## config.mk

```make
export PLATFORM = sky130hd
export DESIGN_NAME = mod_n_counter_sequencer
export DESIGN_NICKNAME = d
export VERILOG_FILES = /design/src/rtl/mod_n_counter_sequencer.sv
export SDC_FILE = /design/constraint.sdc
export NUM_CORES = 1
export LEC_CHECK = 0
export CORE_ASPECT_RATIO = 0.75
export CORE_MARGIN = 4
export CORE_UTILIZATION = 36
export CTS_BUF_LIST = sky130_fd_sc_hd__clkbuf_2
export DETAILED_ROUTE_END_ITERATION = 10
export PLACE_DENSITY = 0.6
export SYNTH_ARGS = -nofsm -noshare
export SYNTH_HDL_FRONTEND = slang
export SYNTH_SLANG_ARGS = --single-unit
```

## constraint.sdc

```tcl
create_clock -name clk -period 5 [get_ports clk]
set_clock_uncertainty 0.15 [all_clocks]
set_input_delay 1 -clock clk [delete_from_list [all_inputs] [get_ports clk]]
set_output_delay 1 -clock clk [all_outputs]
set_load 0.02 [all_outputs]
```

## src/rtl/mod_n_counter_sequencer.sv

```systemverilog
// Run-time sequencer around a programmable mod-N counter: config handshake,
// start/pause/stop control, per-period wrap tick and budget-exhausted done pulse.
module mod_n_counter_sequencer #(
    parameter int WIDTH       = 4,
    parameter int PW          = 8,
    parameter int DEFAULT_MOD = 10
) (
    input  logic             clk,
    input  logic             reset_n,
    input  logic             cfg_valid,
    output logic             cfg_ready,
    input  logic [WIDTH-1:0] cfg_mod,
    input  logic [PW-1:0]    cfg_periods,
    input  logic             start,
    input  logic             pause,
    input  logic             stop,
    output logic [WIDTH-1:0] count,
    output logic             tick,
    output logic             done,
    output logic             busy,
    output logic [PW-1:0]    period_cnt,
    output logic             cfg_err
);

    typedef enum logic [1:0] {S_IDLE, S_RUN, S_HOLD, S_DONE} state_t;

    localparam logic [WIDTH-1:0] DEF_MOD  = WIDTH'(DEFAULT_MOD);
    localparam logic [WIDTH-1:0] MIN_MOD  = WIDTH'(2);
    localparam logic [PW-1:0]    PCNT_MAX = '1;

    state_t           state_q, state_d;
    logic [WIDTH-1:0] count_q, count_d;
    logic [WIDTH-1:0] mod_q, mod_d;
    logic [PW-1:0]    period_q, period_d;
    logic [PW-1:0]    periods_q, periods_d;
    logic             tick_q, tick_d;
    logic             done_q, done_d;
    logic             err_q, err_d;
    logic             cfg_fire;
    logic             at_wrap;
    logic [PW:0]      period_inc;

    assign cfg_ready  = (state_q == S_IDLE) || (state_q == S_DONE);
    assign busy       = (state_q == S_RUN) || (state_q == S_HOLD);
    assign count      = count_q;
    assign tick       = tick_q;
    assign done       = done_q;
    assign cfg_err    = err_q;
    assign period_cnt = period_q;

    assign cfg_fire   = cfg_valid & cfg_ready;
    // >= rather than == keeps the counter bounded even if it ever sits above mod-1
    assign at_wrap    = (count_q >= (mod_q - 1'b1));
    assign period_inc = {1'b0, period_q} + {{PW{1'b0}}, 1'b1};

    always_comb begin
        state_d   = state_q;
        count_d   = count_q;
        mod_d     = mod_q;
        period_d  = period_q;
        periods_d = periods_q;
        tick_d    = 1'b0;
        done_d    = 1'b0;
        err_d     = 1'b0;

        if (cfg_fire) begin
            if (cfg_mod >= MIN_MOD) begin
                mod_d     = cfg_mod;
                periods_d = cfg_periods;
            end else begin
                err_d = 1'b1;
            end
        end

        case (state_q)
            S_IDLE, S_DONE: begin
                if (start) begin
                    state_d  = S_RUN;
                    count_d  = '0;
                    period_d = '0;
                end
            end
            S_RUN: begin
                if (stop) begin
                    state_d = S_IDLE;
                    count_d = '0;
                end else if (pause) begin
                    state_d = S_HOLD;
                end else if (at_wrap) begin
                    count_d  = '0;
                    tick_d   = 1'b1;
                    period_d = (period_q == PCNT_MAX) ? PCNT_MAX : period_inc[PW-1:0];
                    if ((periods_q != '0) && (period_inc == {1'b0, periods_q})) begin
                        state_d = S_DONE;
                        done_d  = 1'b1;
                    end
                end else begin
                    count_d = count_q + 1'b1;
                end
            end
            S_HOLD: begin
                if (stop) begin
                    state_d = S_IDLE;
                    count_d = '0;
                end else if (!pause) begin
                    state_d = S_RUN;
                end
            end
            default: state_d = S_IDLE;
        endcase
    end

    always_ff @(posedge clk or negedge reset_n) begin
        if (!reset_n) begin
            state_q   <= S_IDLE;
            count_q   <= '0;
            mod_q     <= DEF_MOD;
            period_q  <= '0;
            periods_q <= '0;
            tick_q    <= 1'b0;
            done_q    <= 1'b0;
            err_q     <= 1'b0;
        end else begin
            state_q   <= state_d;
            count_q   <= count_d;
            mod_q     <= mod_d;
            period_q  <= period_d;
            periods_q <= periods_d;
            tick_q    <= tick_d;
            done_q    <= done_d;
            err_q     <= err_d;
        end
    end

endmodule
```

# Word level (Yosys, flattened, before mapping)
# Index checks and enable logic that the tools add are counted.
# classes
mux	31
reduce_logical	11
bitwise_logic	1
n_lt_le_gt_ge	2
add_sub_neg	3
eq_ne	14
# ops
cell	n
$mux 8	5
$mux 4	5
$pmux 8 s2	1
$mux 2	7
$pmux 4 s3	1
$mux 1	11
$ne 2x2->1 const B	5
$add 8x1->9 const B	1
$eq 9x8->1	1
$eq 8x8->1 const B	1
$reduce_bool 8->1	1
$ne 3x3->1 const B	2
$pmux 2 s3	1
$reduce_and 5->1	1
$add 4x1->4 const B	1
$eq 2x2->1 const B	2
$ge 4x2->1 const B	1
$ge 4x4->1	1
$ne 4x3->1 const B	1
$ne 4x4->1 const B	1
$reduce_and 4->1	1
$sub 4x1->4 const B	1
$reduce_and 3->1	1
$eq 2x1->1 const B	1
other kinds (7)	8
# totals
reg_bits	29
inputBits	18
out_inout_bits	17

# Logic depth before layout (Yosys ltp)
# Gate-level depths: netlist of run 1.
# depth
ltp_word	8
mapped_depth	11
depth_no_buf	10

# Worst setup path before layout of run 1
# OpenSTA, ideal clock, no wires.
# synth_timing
kind	reg-to-reg
start	reg mod_q[1]
end	reg period_q[0], in the netlist period_cnt[0]
stages_incl_launch_ff	12
path_slack_ns	2.577
synth_period_minus_slack_ns	2.423
arrival_ns	2.143
required_ns	4.720
setup_ns	0.130
cell_sequence	dfstp_2 -> inv_1 -> ha_1 -> xnor2_1 -> ha_1 -> or2_2 -> a21oi_1 -> o32a_1 -> nor2_4 -> buf_4 -> o211ai_1 -> o21ai_0
# synth_between
elab_chain_len	4
# synth_rtl
item	line_no	source
from (decl)	33	logic [WIDTH-1:0] mod_q, mod_d;
from (signal assigned)	126	mod_q <= mod_d;
$sub 4x1->4	53	assign at_wrap = (count_q >= (mod_q - 1'b1));
$ge 4x4->1	53	
$ne 2x2->1 (no source line)	--	
$reduce_and 5->1 (no source line)	--	
to (signal assigned)	127	period_q <= period_d;
to (decl)	34	logic [PW-1:0] period_q, period_d;
# No other way between the ends.
# A chain may end at the register's enable or synchronous reset.

# Worst setup path in the final report of run 1
# layout_timing
start	reg state_q[0]
end	out busy
# layout_between
elab_chain_len	2
word_cells_on_any_way	3
# layout_rtl
item	line_no	source
from (decl)	31	state_t state_q, state_d;
from (signal assigned)	124	state_q <= state_d;
$eq 2x1->1 or $eq 2x2->1 (tied branches)	44	assign busy = (state_q == S_RUN) || (state_q == S_HOLD);
$logic_or 1x1->1 *	44	
to (decl)	20	output logic busy,
# Mark *: on every way between the ends. The rest lies on a longest branch, timed or not.

==> qor.csv, run 1 <==
metric,value,unit
status,"finished, final reports clean",
"most common cell after layout, fill and taps aside",clkdlybuf4s50_1,
worst-skew pair later-pin latency,0.35,ns
Comb pwr share,54.2,%
Vias,1439,
antenna fix cells,0,
GRT Total Usage,14.7,%
multi-input logic area,958,um2
cell taking the most area after synthesis,dfrtp_1,
"top cells by area, synth","dfrtp_1 38%, ha_1 6.4%, mux2_2 5.7%",
"Seq/Total Area, Yosys",41.1,%
P per Cell Area,517,nW/um2
Vias/cell,5.37,
NumNets Final,238,
Sequential Power Share,36.1,%
Slew HR,64.8,%
DR pass1 iterations,4,
Mapped Cells,174,
Final min period,3.18,ns
Worst Setup Path Type,reg2out,
hold_buf cts,0,
period utilisation layout,63.7,%
Core Area,4600,um2
Synth warnings,0,
Lkg Pwr,0.902,nW
Seq cells post-synth,29,
FMAX,314,MHz
Reg-to-Reg Start,mod_q[1],
Critical Path Start Type,register,
TritonCTS Buffers,5,
Worst Path Max Fanout,8,
Int Pwr,649,uW
Register Area,728,um2
RR Endpoint,count[3],
largest net degree at the start of global routing,30,
fill cell total of the finished layout,415,
site row count,21,
final worst setup slack,1.82,ns
Clk pwr share,9.7,%
r2r worst-path depth,9,
Clock Pin Slew Worst Setup and Hold Paths,0.14,ns
Total Die Area,6120,um2
Final Wtd Congestion,0.875,
global route overflow,0,
Final Setup Violations,0,
Setup TNS,0,ns
asr flop ratio synth,100,%
CTS resizes,0,
Synth Net Count,201,
first-pass GRT wire length,6.93,mm
Root Buffer,clkbuf_2,
average cell area after synthesis,10.2,um2
"EDFF count, synth",0,
most frequent cells in the layout,"34 x clkdlybuf4s50_1, 27 x dfrtp_1, 14 x a21oi_1, 13 x nand2_1, 12 x o21ai_0",
CTS tree,built,
H-tree lvl count,2,
Slew @ Worst Pin,0.523,ns
"Area growth, synth to finish",23.6,%
Hold Path Class,reg2reg,
WL/cell,14.8,um
Die Wd,89.0,um
beginning of the worst hold path,count[3],
worst slack at placement,2.01,ns
post-synth cell types,47,
chip height,68.7,um
port buffer count,34,
Max Cap Viol,0,
Remaining DRCs,0,
I/O Pins,35,
initial antenna violation count,0,
# Post-CTS Setup Buffers,0,
CP Data Arrival Time,2.03,ns
DP HPWL,3.10,mm
Critical Path RT,3.85,ns
worst vdd ir,0.000212,V
r2r setup slk,2.31,ns
vias in the first global route,1423,
post-route ant nets,0,
ys flop type,dfrtp_1,
share of the synthesized area in the top cell type,38.2,%
RSZ-0062 raised after global routing,no,
worst hold path depth,1,
Mapped Area,1770,um2
NetSw,481,uW
"Slew Viols, Final",0,
hold endpoint,count[3],
Starting DRT DRC Count,85,
CTS Sinks,29,
switching share of power,42.6,%
final wirelength,3.97,mm
crit end category,output pin,
initial core utilization,38.5,%
final hold viol count,0,
Max clock buf depth,2,
share of post-route cells with drive strength above 1,16.6,%
[per-layer routing]
layer  global-route usage (%)  routed length [um]  up-vias
met5                        0                   0        -
met4                     4.09                  28        0
met3                     3.68                 198        2
met2                     21.7                1740       34
met1                     21.3                2000      688
li1                         -                   -      715
[Yosys cell counts, types with 2 or more instances]
cell type and count:
a32o_1 3, nor2_1 8, dfstp_2 2, a31oi_1 3, nor4_1 3, inv_1 11
a21oi_1 14, mux2i_1 2, o21ai_0 12, or2_2 4, a41oi_1 2, nand2_1 13
nand2b_1 2, mux2_2 9, ha_1 9, xnor2_1 8, o31ai_1 4, dfrtp_1 27
o211ai_1 4, nand3_2 2, nor3_1 5, xor2_1 2
[worst max path at each step]
stage	start	to	slack (ns)	cells past startpoint
2_1_floorplan	mod_q[1]	period_cnt[0]	2.58	11
3_3_place_gp	stop	period_cnt[6]	2.11	7
3_5_place_dp	stop	period_cnt[6]	2.01	7
4_1_cts	state_q[0]	busy	1.77	4
5_1_grt	state_q[0]	busy	1.68	4
6_report	state_q[0]	busy	1.82	4
[critical path, stage by stage, from the launching register on]
cell and delay [ns]:
dfrtp_1 0.43, inv_1 0.06, ha_1 0.42, inv_1 0.16
clkdlybuf4s50_1 0.63
[state kept, by name (all words and copies together) (netlist names)]
register / cells
cfg_err: 1
count: 4
done: 1
mod_q: 4
period_cnt: 8
periods_q: 8
state_q: 2
tick: 1
[power groups by stage]
stage               registers (mW)  clock network [mW]  logic (mW)
finish                       0.408               0.110       0.613
global route                 0.423               0.126       0.681
CTS                          0.408               0.117       0.618
detailed placement           0.413                   0       0.613
global placement             0.408                   0       0.598
floorplan                    0.400                   0       0.460
[cells by family (layout without fill, tap and decap cells)]
logic type      after synthesis  count (layout)  synth area share [%]
fa+ha+maj                     9               9                  6.36
buf+inv                      17              54                  4.73
xor+xnor                     10              10                  4.95
compound gates               51              51                  20.1
mux                          11              11                  6.86
flops                        29              29                  41.1
simple gates                 47              47                  15.9
[metrics by stage]
step / hold slack (ns) / cell area, um2 / utilization, % / power [mW] / cells
5_1_grt: 0.403 / 2190 / 47.6 / 1.23 / 268
2_1_floorplan: 0.351 / 1770 / - / 0.860 / 174
3_5_place_dp: 0.368 / 2150 / 46.9 / 1.03 / 261
3_3_place_gp: 0.368 / 2150 / 46.9 / 1.01 / 261
4_1_cts: 0.394 / 2190 / 47.6 / 1.14 / 268
6_report: 0.392 / 2190 / 47.6 / 1.13 / 268
[cell type report]
| type | count | area share, % |
|---|---|---|
| clock buffers | 6 | 1.37 |
| inverters | 11 | 1.89 |
| flip-flops and latches | 29 | 33.3 |
| clock inverters | 1 | 0.172 |
| multi-input cells | 128 | 43.8 |
| well taps | 57 | 3.26 |
| repair buffers | 36 | 16.2 |
No activity file was read; power rests on OpenSTA's default activity.
==> run 2, diff against run 1 <==
==> constraint.sdc (replaced) <==
create_clock -name clk -period 3 [get_ports clk]
set_clock_uncertainty 0.15 [all_clocks]
set_input_delay 0.6 -clock clk [delete_from_list [all_inputs] [get_ports clk]]
set_output_delay 0.6 -clock clk [all_outputs]
set_load 0.02 [all_outputs]
==> run 2 against run 1 <==
Effect of this change:
- register-to-register slack lost 2.0 ns
- sequential power up 65%
- critical path depth unchanged
- core utilization did not move
- sequential share of layout area stayed put
- via count grew 0.14%
- hold slack gained 0.00087 ns
- power increased by 66%
==> qor.csv, run 2 (synthesis gave the netlist of run 1 again) <==
metric,value,unit,change
Setup TNS,0,ns,unchanged
RR Endpoint,count[2],,
first-pass GRT wire length,6.53,mm,-5.9%
initial core utilization,38.5,%,unchanged
"Area growth, synth to finish",23.6,%,unchanged
Slew @ Worst Pin,0.620,ns,+0.0970 ns
Setup crit start,state_q[0],,
DP HPWL,2.98,mm,-3.8%
Crit-path slowest cell,clkdlybuf4s50_1,,
end of the critical path,busy,,
site row count,21,,unchanged
switching share of power,42.4,%,-0.19 points
period utilisation layout,93.3,%,
DR pass1 iterations,4,,unchanged
Final Power,1.88,mW,+66%
Worst Setup Path Type,reg2out,,
worst vdd ir,0.000385,V,+81%
Core Area,4600,um2,unchanged
r2r worst-path depth,9,,unchanged
GRT Total Usage,14.0,%,-0.70 points
NetSw,795,uW,+65%
Sequential Power Share,36.0,%,about the same
final hold viol count,0,,unchanged
Root Buffer,clkbuf_2,,
status,"finished, final reports clean",,
Crit path top cell by count,inv_1,,
placed insts,261,,unchanged
CTS Sinks,29,,unchanged
Remaining DRCs,0,,unchanged
most frequent cells in the layout,"34 x clkdlybuf4s50_1, 27 x dfrtp_1, 14 x a21oi_1, 13 x nand2_1, 12 x o21ai_0",,
share of post-route cells with drive strength above 1,16.6,%,unchanged
worst hold path depth,1,,unchanged
WL/cell,14.2,um,-3.9%
Clk pwr share,9.7,%,about the same
Vias,1441,,+0.14%
"Slew Viols, Final",0,,unchanged
crit end category,output pin,,
port buffer count,34,,unchanged
I/O Pins,35,,unchanged
antenna fix cells,0,,unchanged
vias in the first global route,1390,,-2.3%
Die Wd,89.0,um,unchanged
Max Cap Viol,0,,unchanged
Critical Path RT,2.25,ns,-1.60 ns
final wirelength,3.82,mm,-3.9%
CP Data Arrival Time,2.05,ns,+0.02 ns
post-route ant nets,0,,unchanged
Total Die Area,6120,um2,unchanged
CP max stage delay,0.63,ns,about the same
Max clock buf depth,2,,unchanged
Comb pwr share,54.3,%,about the same
worst hold slack,0.393,ns,+0.000866 ns
Int Pwr,1.08,mW,+66%
largest net degree at the start of global routing,30,,unchanged
Final min period,2.80,ns,
Hold Path Class,reg2reg,,
Slew HR,58.3,%,-6.5 points
"most common cell after layout, fill and taps aside",clkdlybuf4s50_1,,
Worst Path Max Fanout,8,,unchanged
global route overflow,0,,unchanged
Clock Pin Slew Worst Setup and Hold Paths,0.14,ns,about the same
worst-skew pair later-pin latency,0.35,ns,about the same
Lkg Pwr,0.902,nW,unchanged
r2r setup slk,0.34,ns,-1.97 ns
Final Wtd Congestion,0.821,,-6.2%
RSZ-0062 raised after global routing,no,,
# Post-CTS Setup Buffers,0,,unchanged
Critical Path Start Type,register,,
Vias/cell,5.38,,+0.14%
H-tree lvl count,2,,unchanged
Reg-to-Reg Start,mod_q[1],,
CP Cell Sequence,inv_1 -> ha_1 -> inv_1 -> clkdlybuf4s50_1,,
CTS tree,built,,
P per Cell Area,857,nW/um2,+66%
initial antenna violation count,0,,unchanged
NumNets Final,238,,unchanged
TritonCTS Buffers,5,,unchanged
hold_buf cts,0,,unchanged
Starting DRT DRC Count,80,,-5.9%
CTS resizes,0,,unchanged
fin cells,268,,unchanged
chip height,68.7,um,unchanged
Final Setup Violations,0,,unchanged
FMAX,357,MHz,
fill cell total of the finished layout,429,,+3.4%
[run 2: metal layers]
| metal | share of wire [%] | track usage (%) | wire [um] | vias to the layer above |
|---|---|---|---|---|
| met2 | 43 | 21.2 | 1620 | 36 |
| met4 | 2.1 | 5.76 | 79 | 0 |
| li1 | - | - | - | 710 |
| met1 | 49 | 18.8 | 1880 | 685 |
| met5 | 0 | 0 | 0 | - |
| met3 | 6.1 | 4.04 | 231 | 10 |
[run 2: critical path: cells and delay by family, from the launching register on]
kind       cells  cell delay, ns
flops          1            0.42
buf+inv        3            0.86
fa+ha+maj      1            0.42
[run 2: final cells by class]
class                   instances  area [um2]  share of cell area [%]
clock buffers                   6        30.0                    1.37
clock inverters                 1        3.75                   0.172
flip-flops and latches         29         728                    33.3
inverters                      11        41.3                    1.89
multi-input cells             128         958                    43.8
well taps                      57        71.3                    3.26
repair buffers                 36         355                    16.2
[run 2: how the worst min path moves through the flow]
stage / from / end / slack (ns)
finish: count[3] / count[3] / 0.39
global route: reset_n / period_cnt[0] / 0.43
CTS: count[3] / count[3] / 0.39
detailed placement: count[3] / count[3] / 0.37
global placement: count[3] / count[3] / 0.37
floorplan: reset_n / cfg_err / 0.15
[run 2: through the flow]
step / setup WS [ns] / cell area [um2] / util (%)
after CTS: 0.169 / 2190 / 47.6
after global routing: 0.0927 / 2190 / 47.6
after detailed placement: 0.359 / 2150 / 46.9
final: 0.201 / 2190 / 47.6
after floorplan: 0.577 / 1770 / -
after global placement: 0.420 / 2150 / 46.9
[run 2: power groups by stage]
stage / Clock, mW / Combinational (mW) / Sequential (mW)
5_1_grt: 0.209 / 1.13 / 0.702
6_report: 0.182 / 1.02 / 0.675
3_3_place_gp: 0 / 0.997 / 0.680
4_1_cts: 0.190 / 1.03 / 0.677
2_1_floorplan: 0 / 0.766 / 0.667
3_5_place_dp: 0 / 1.03 / 0.686
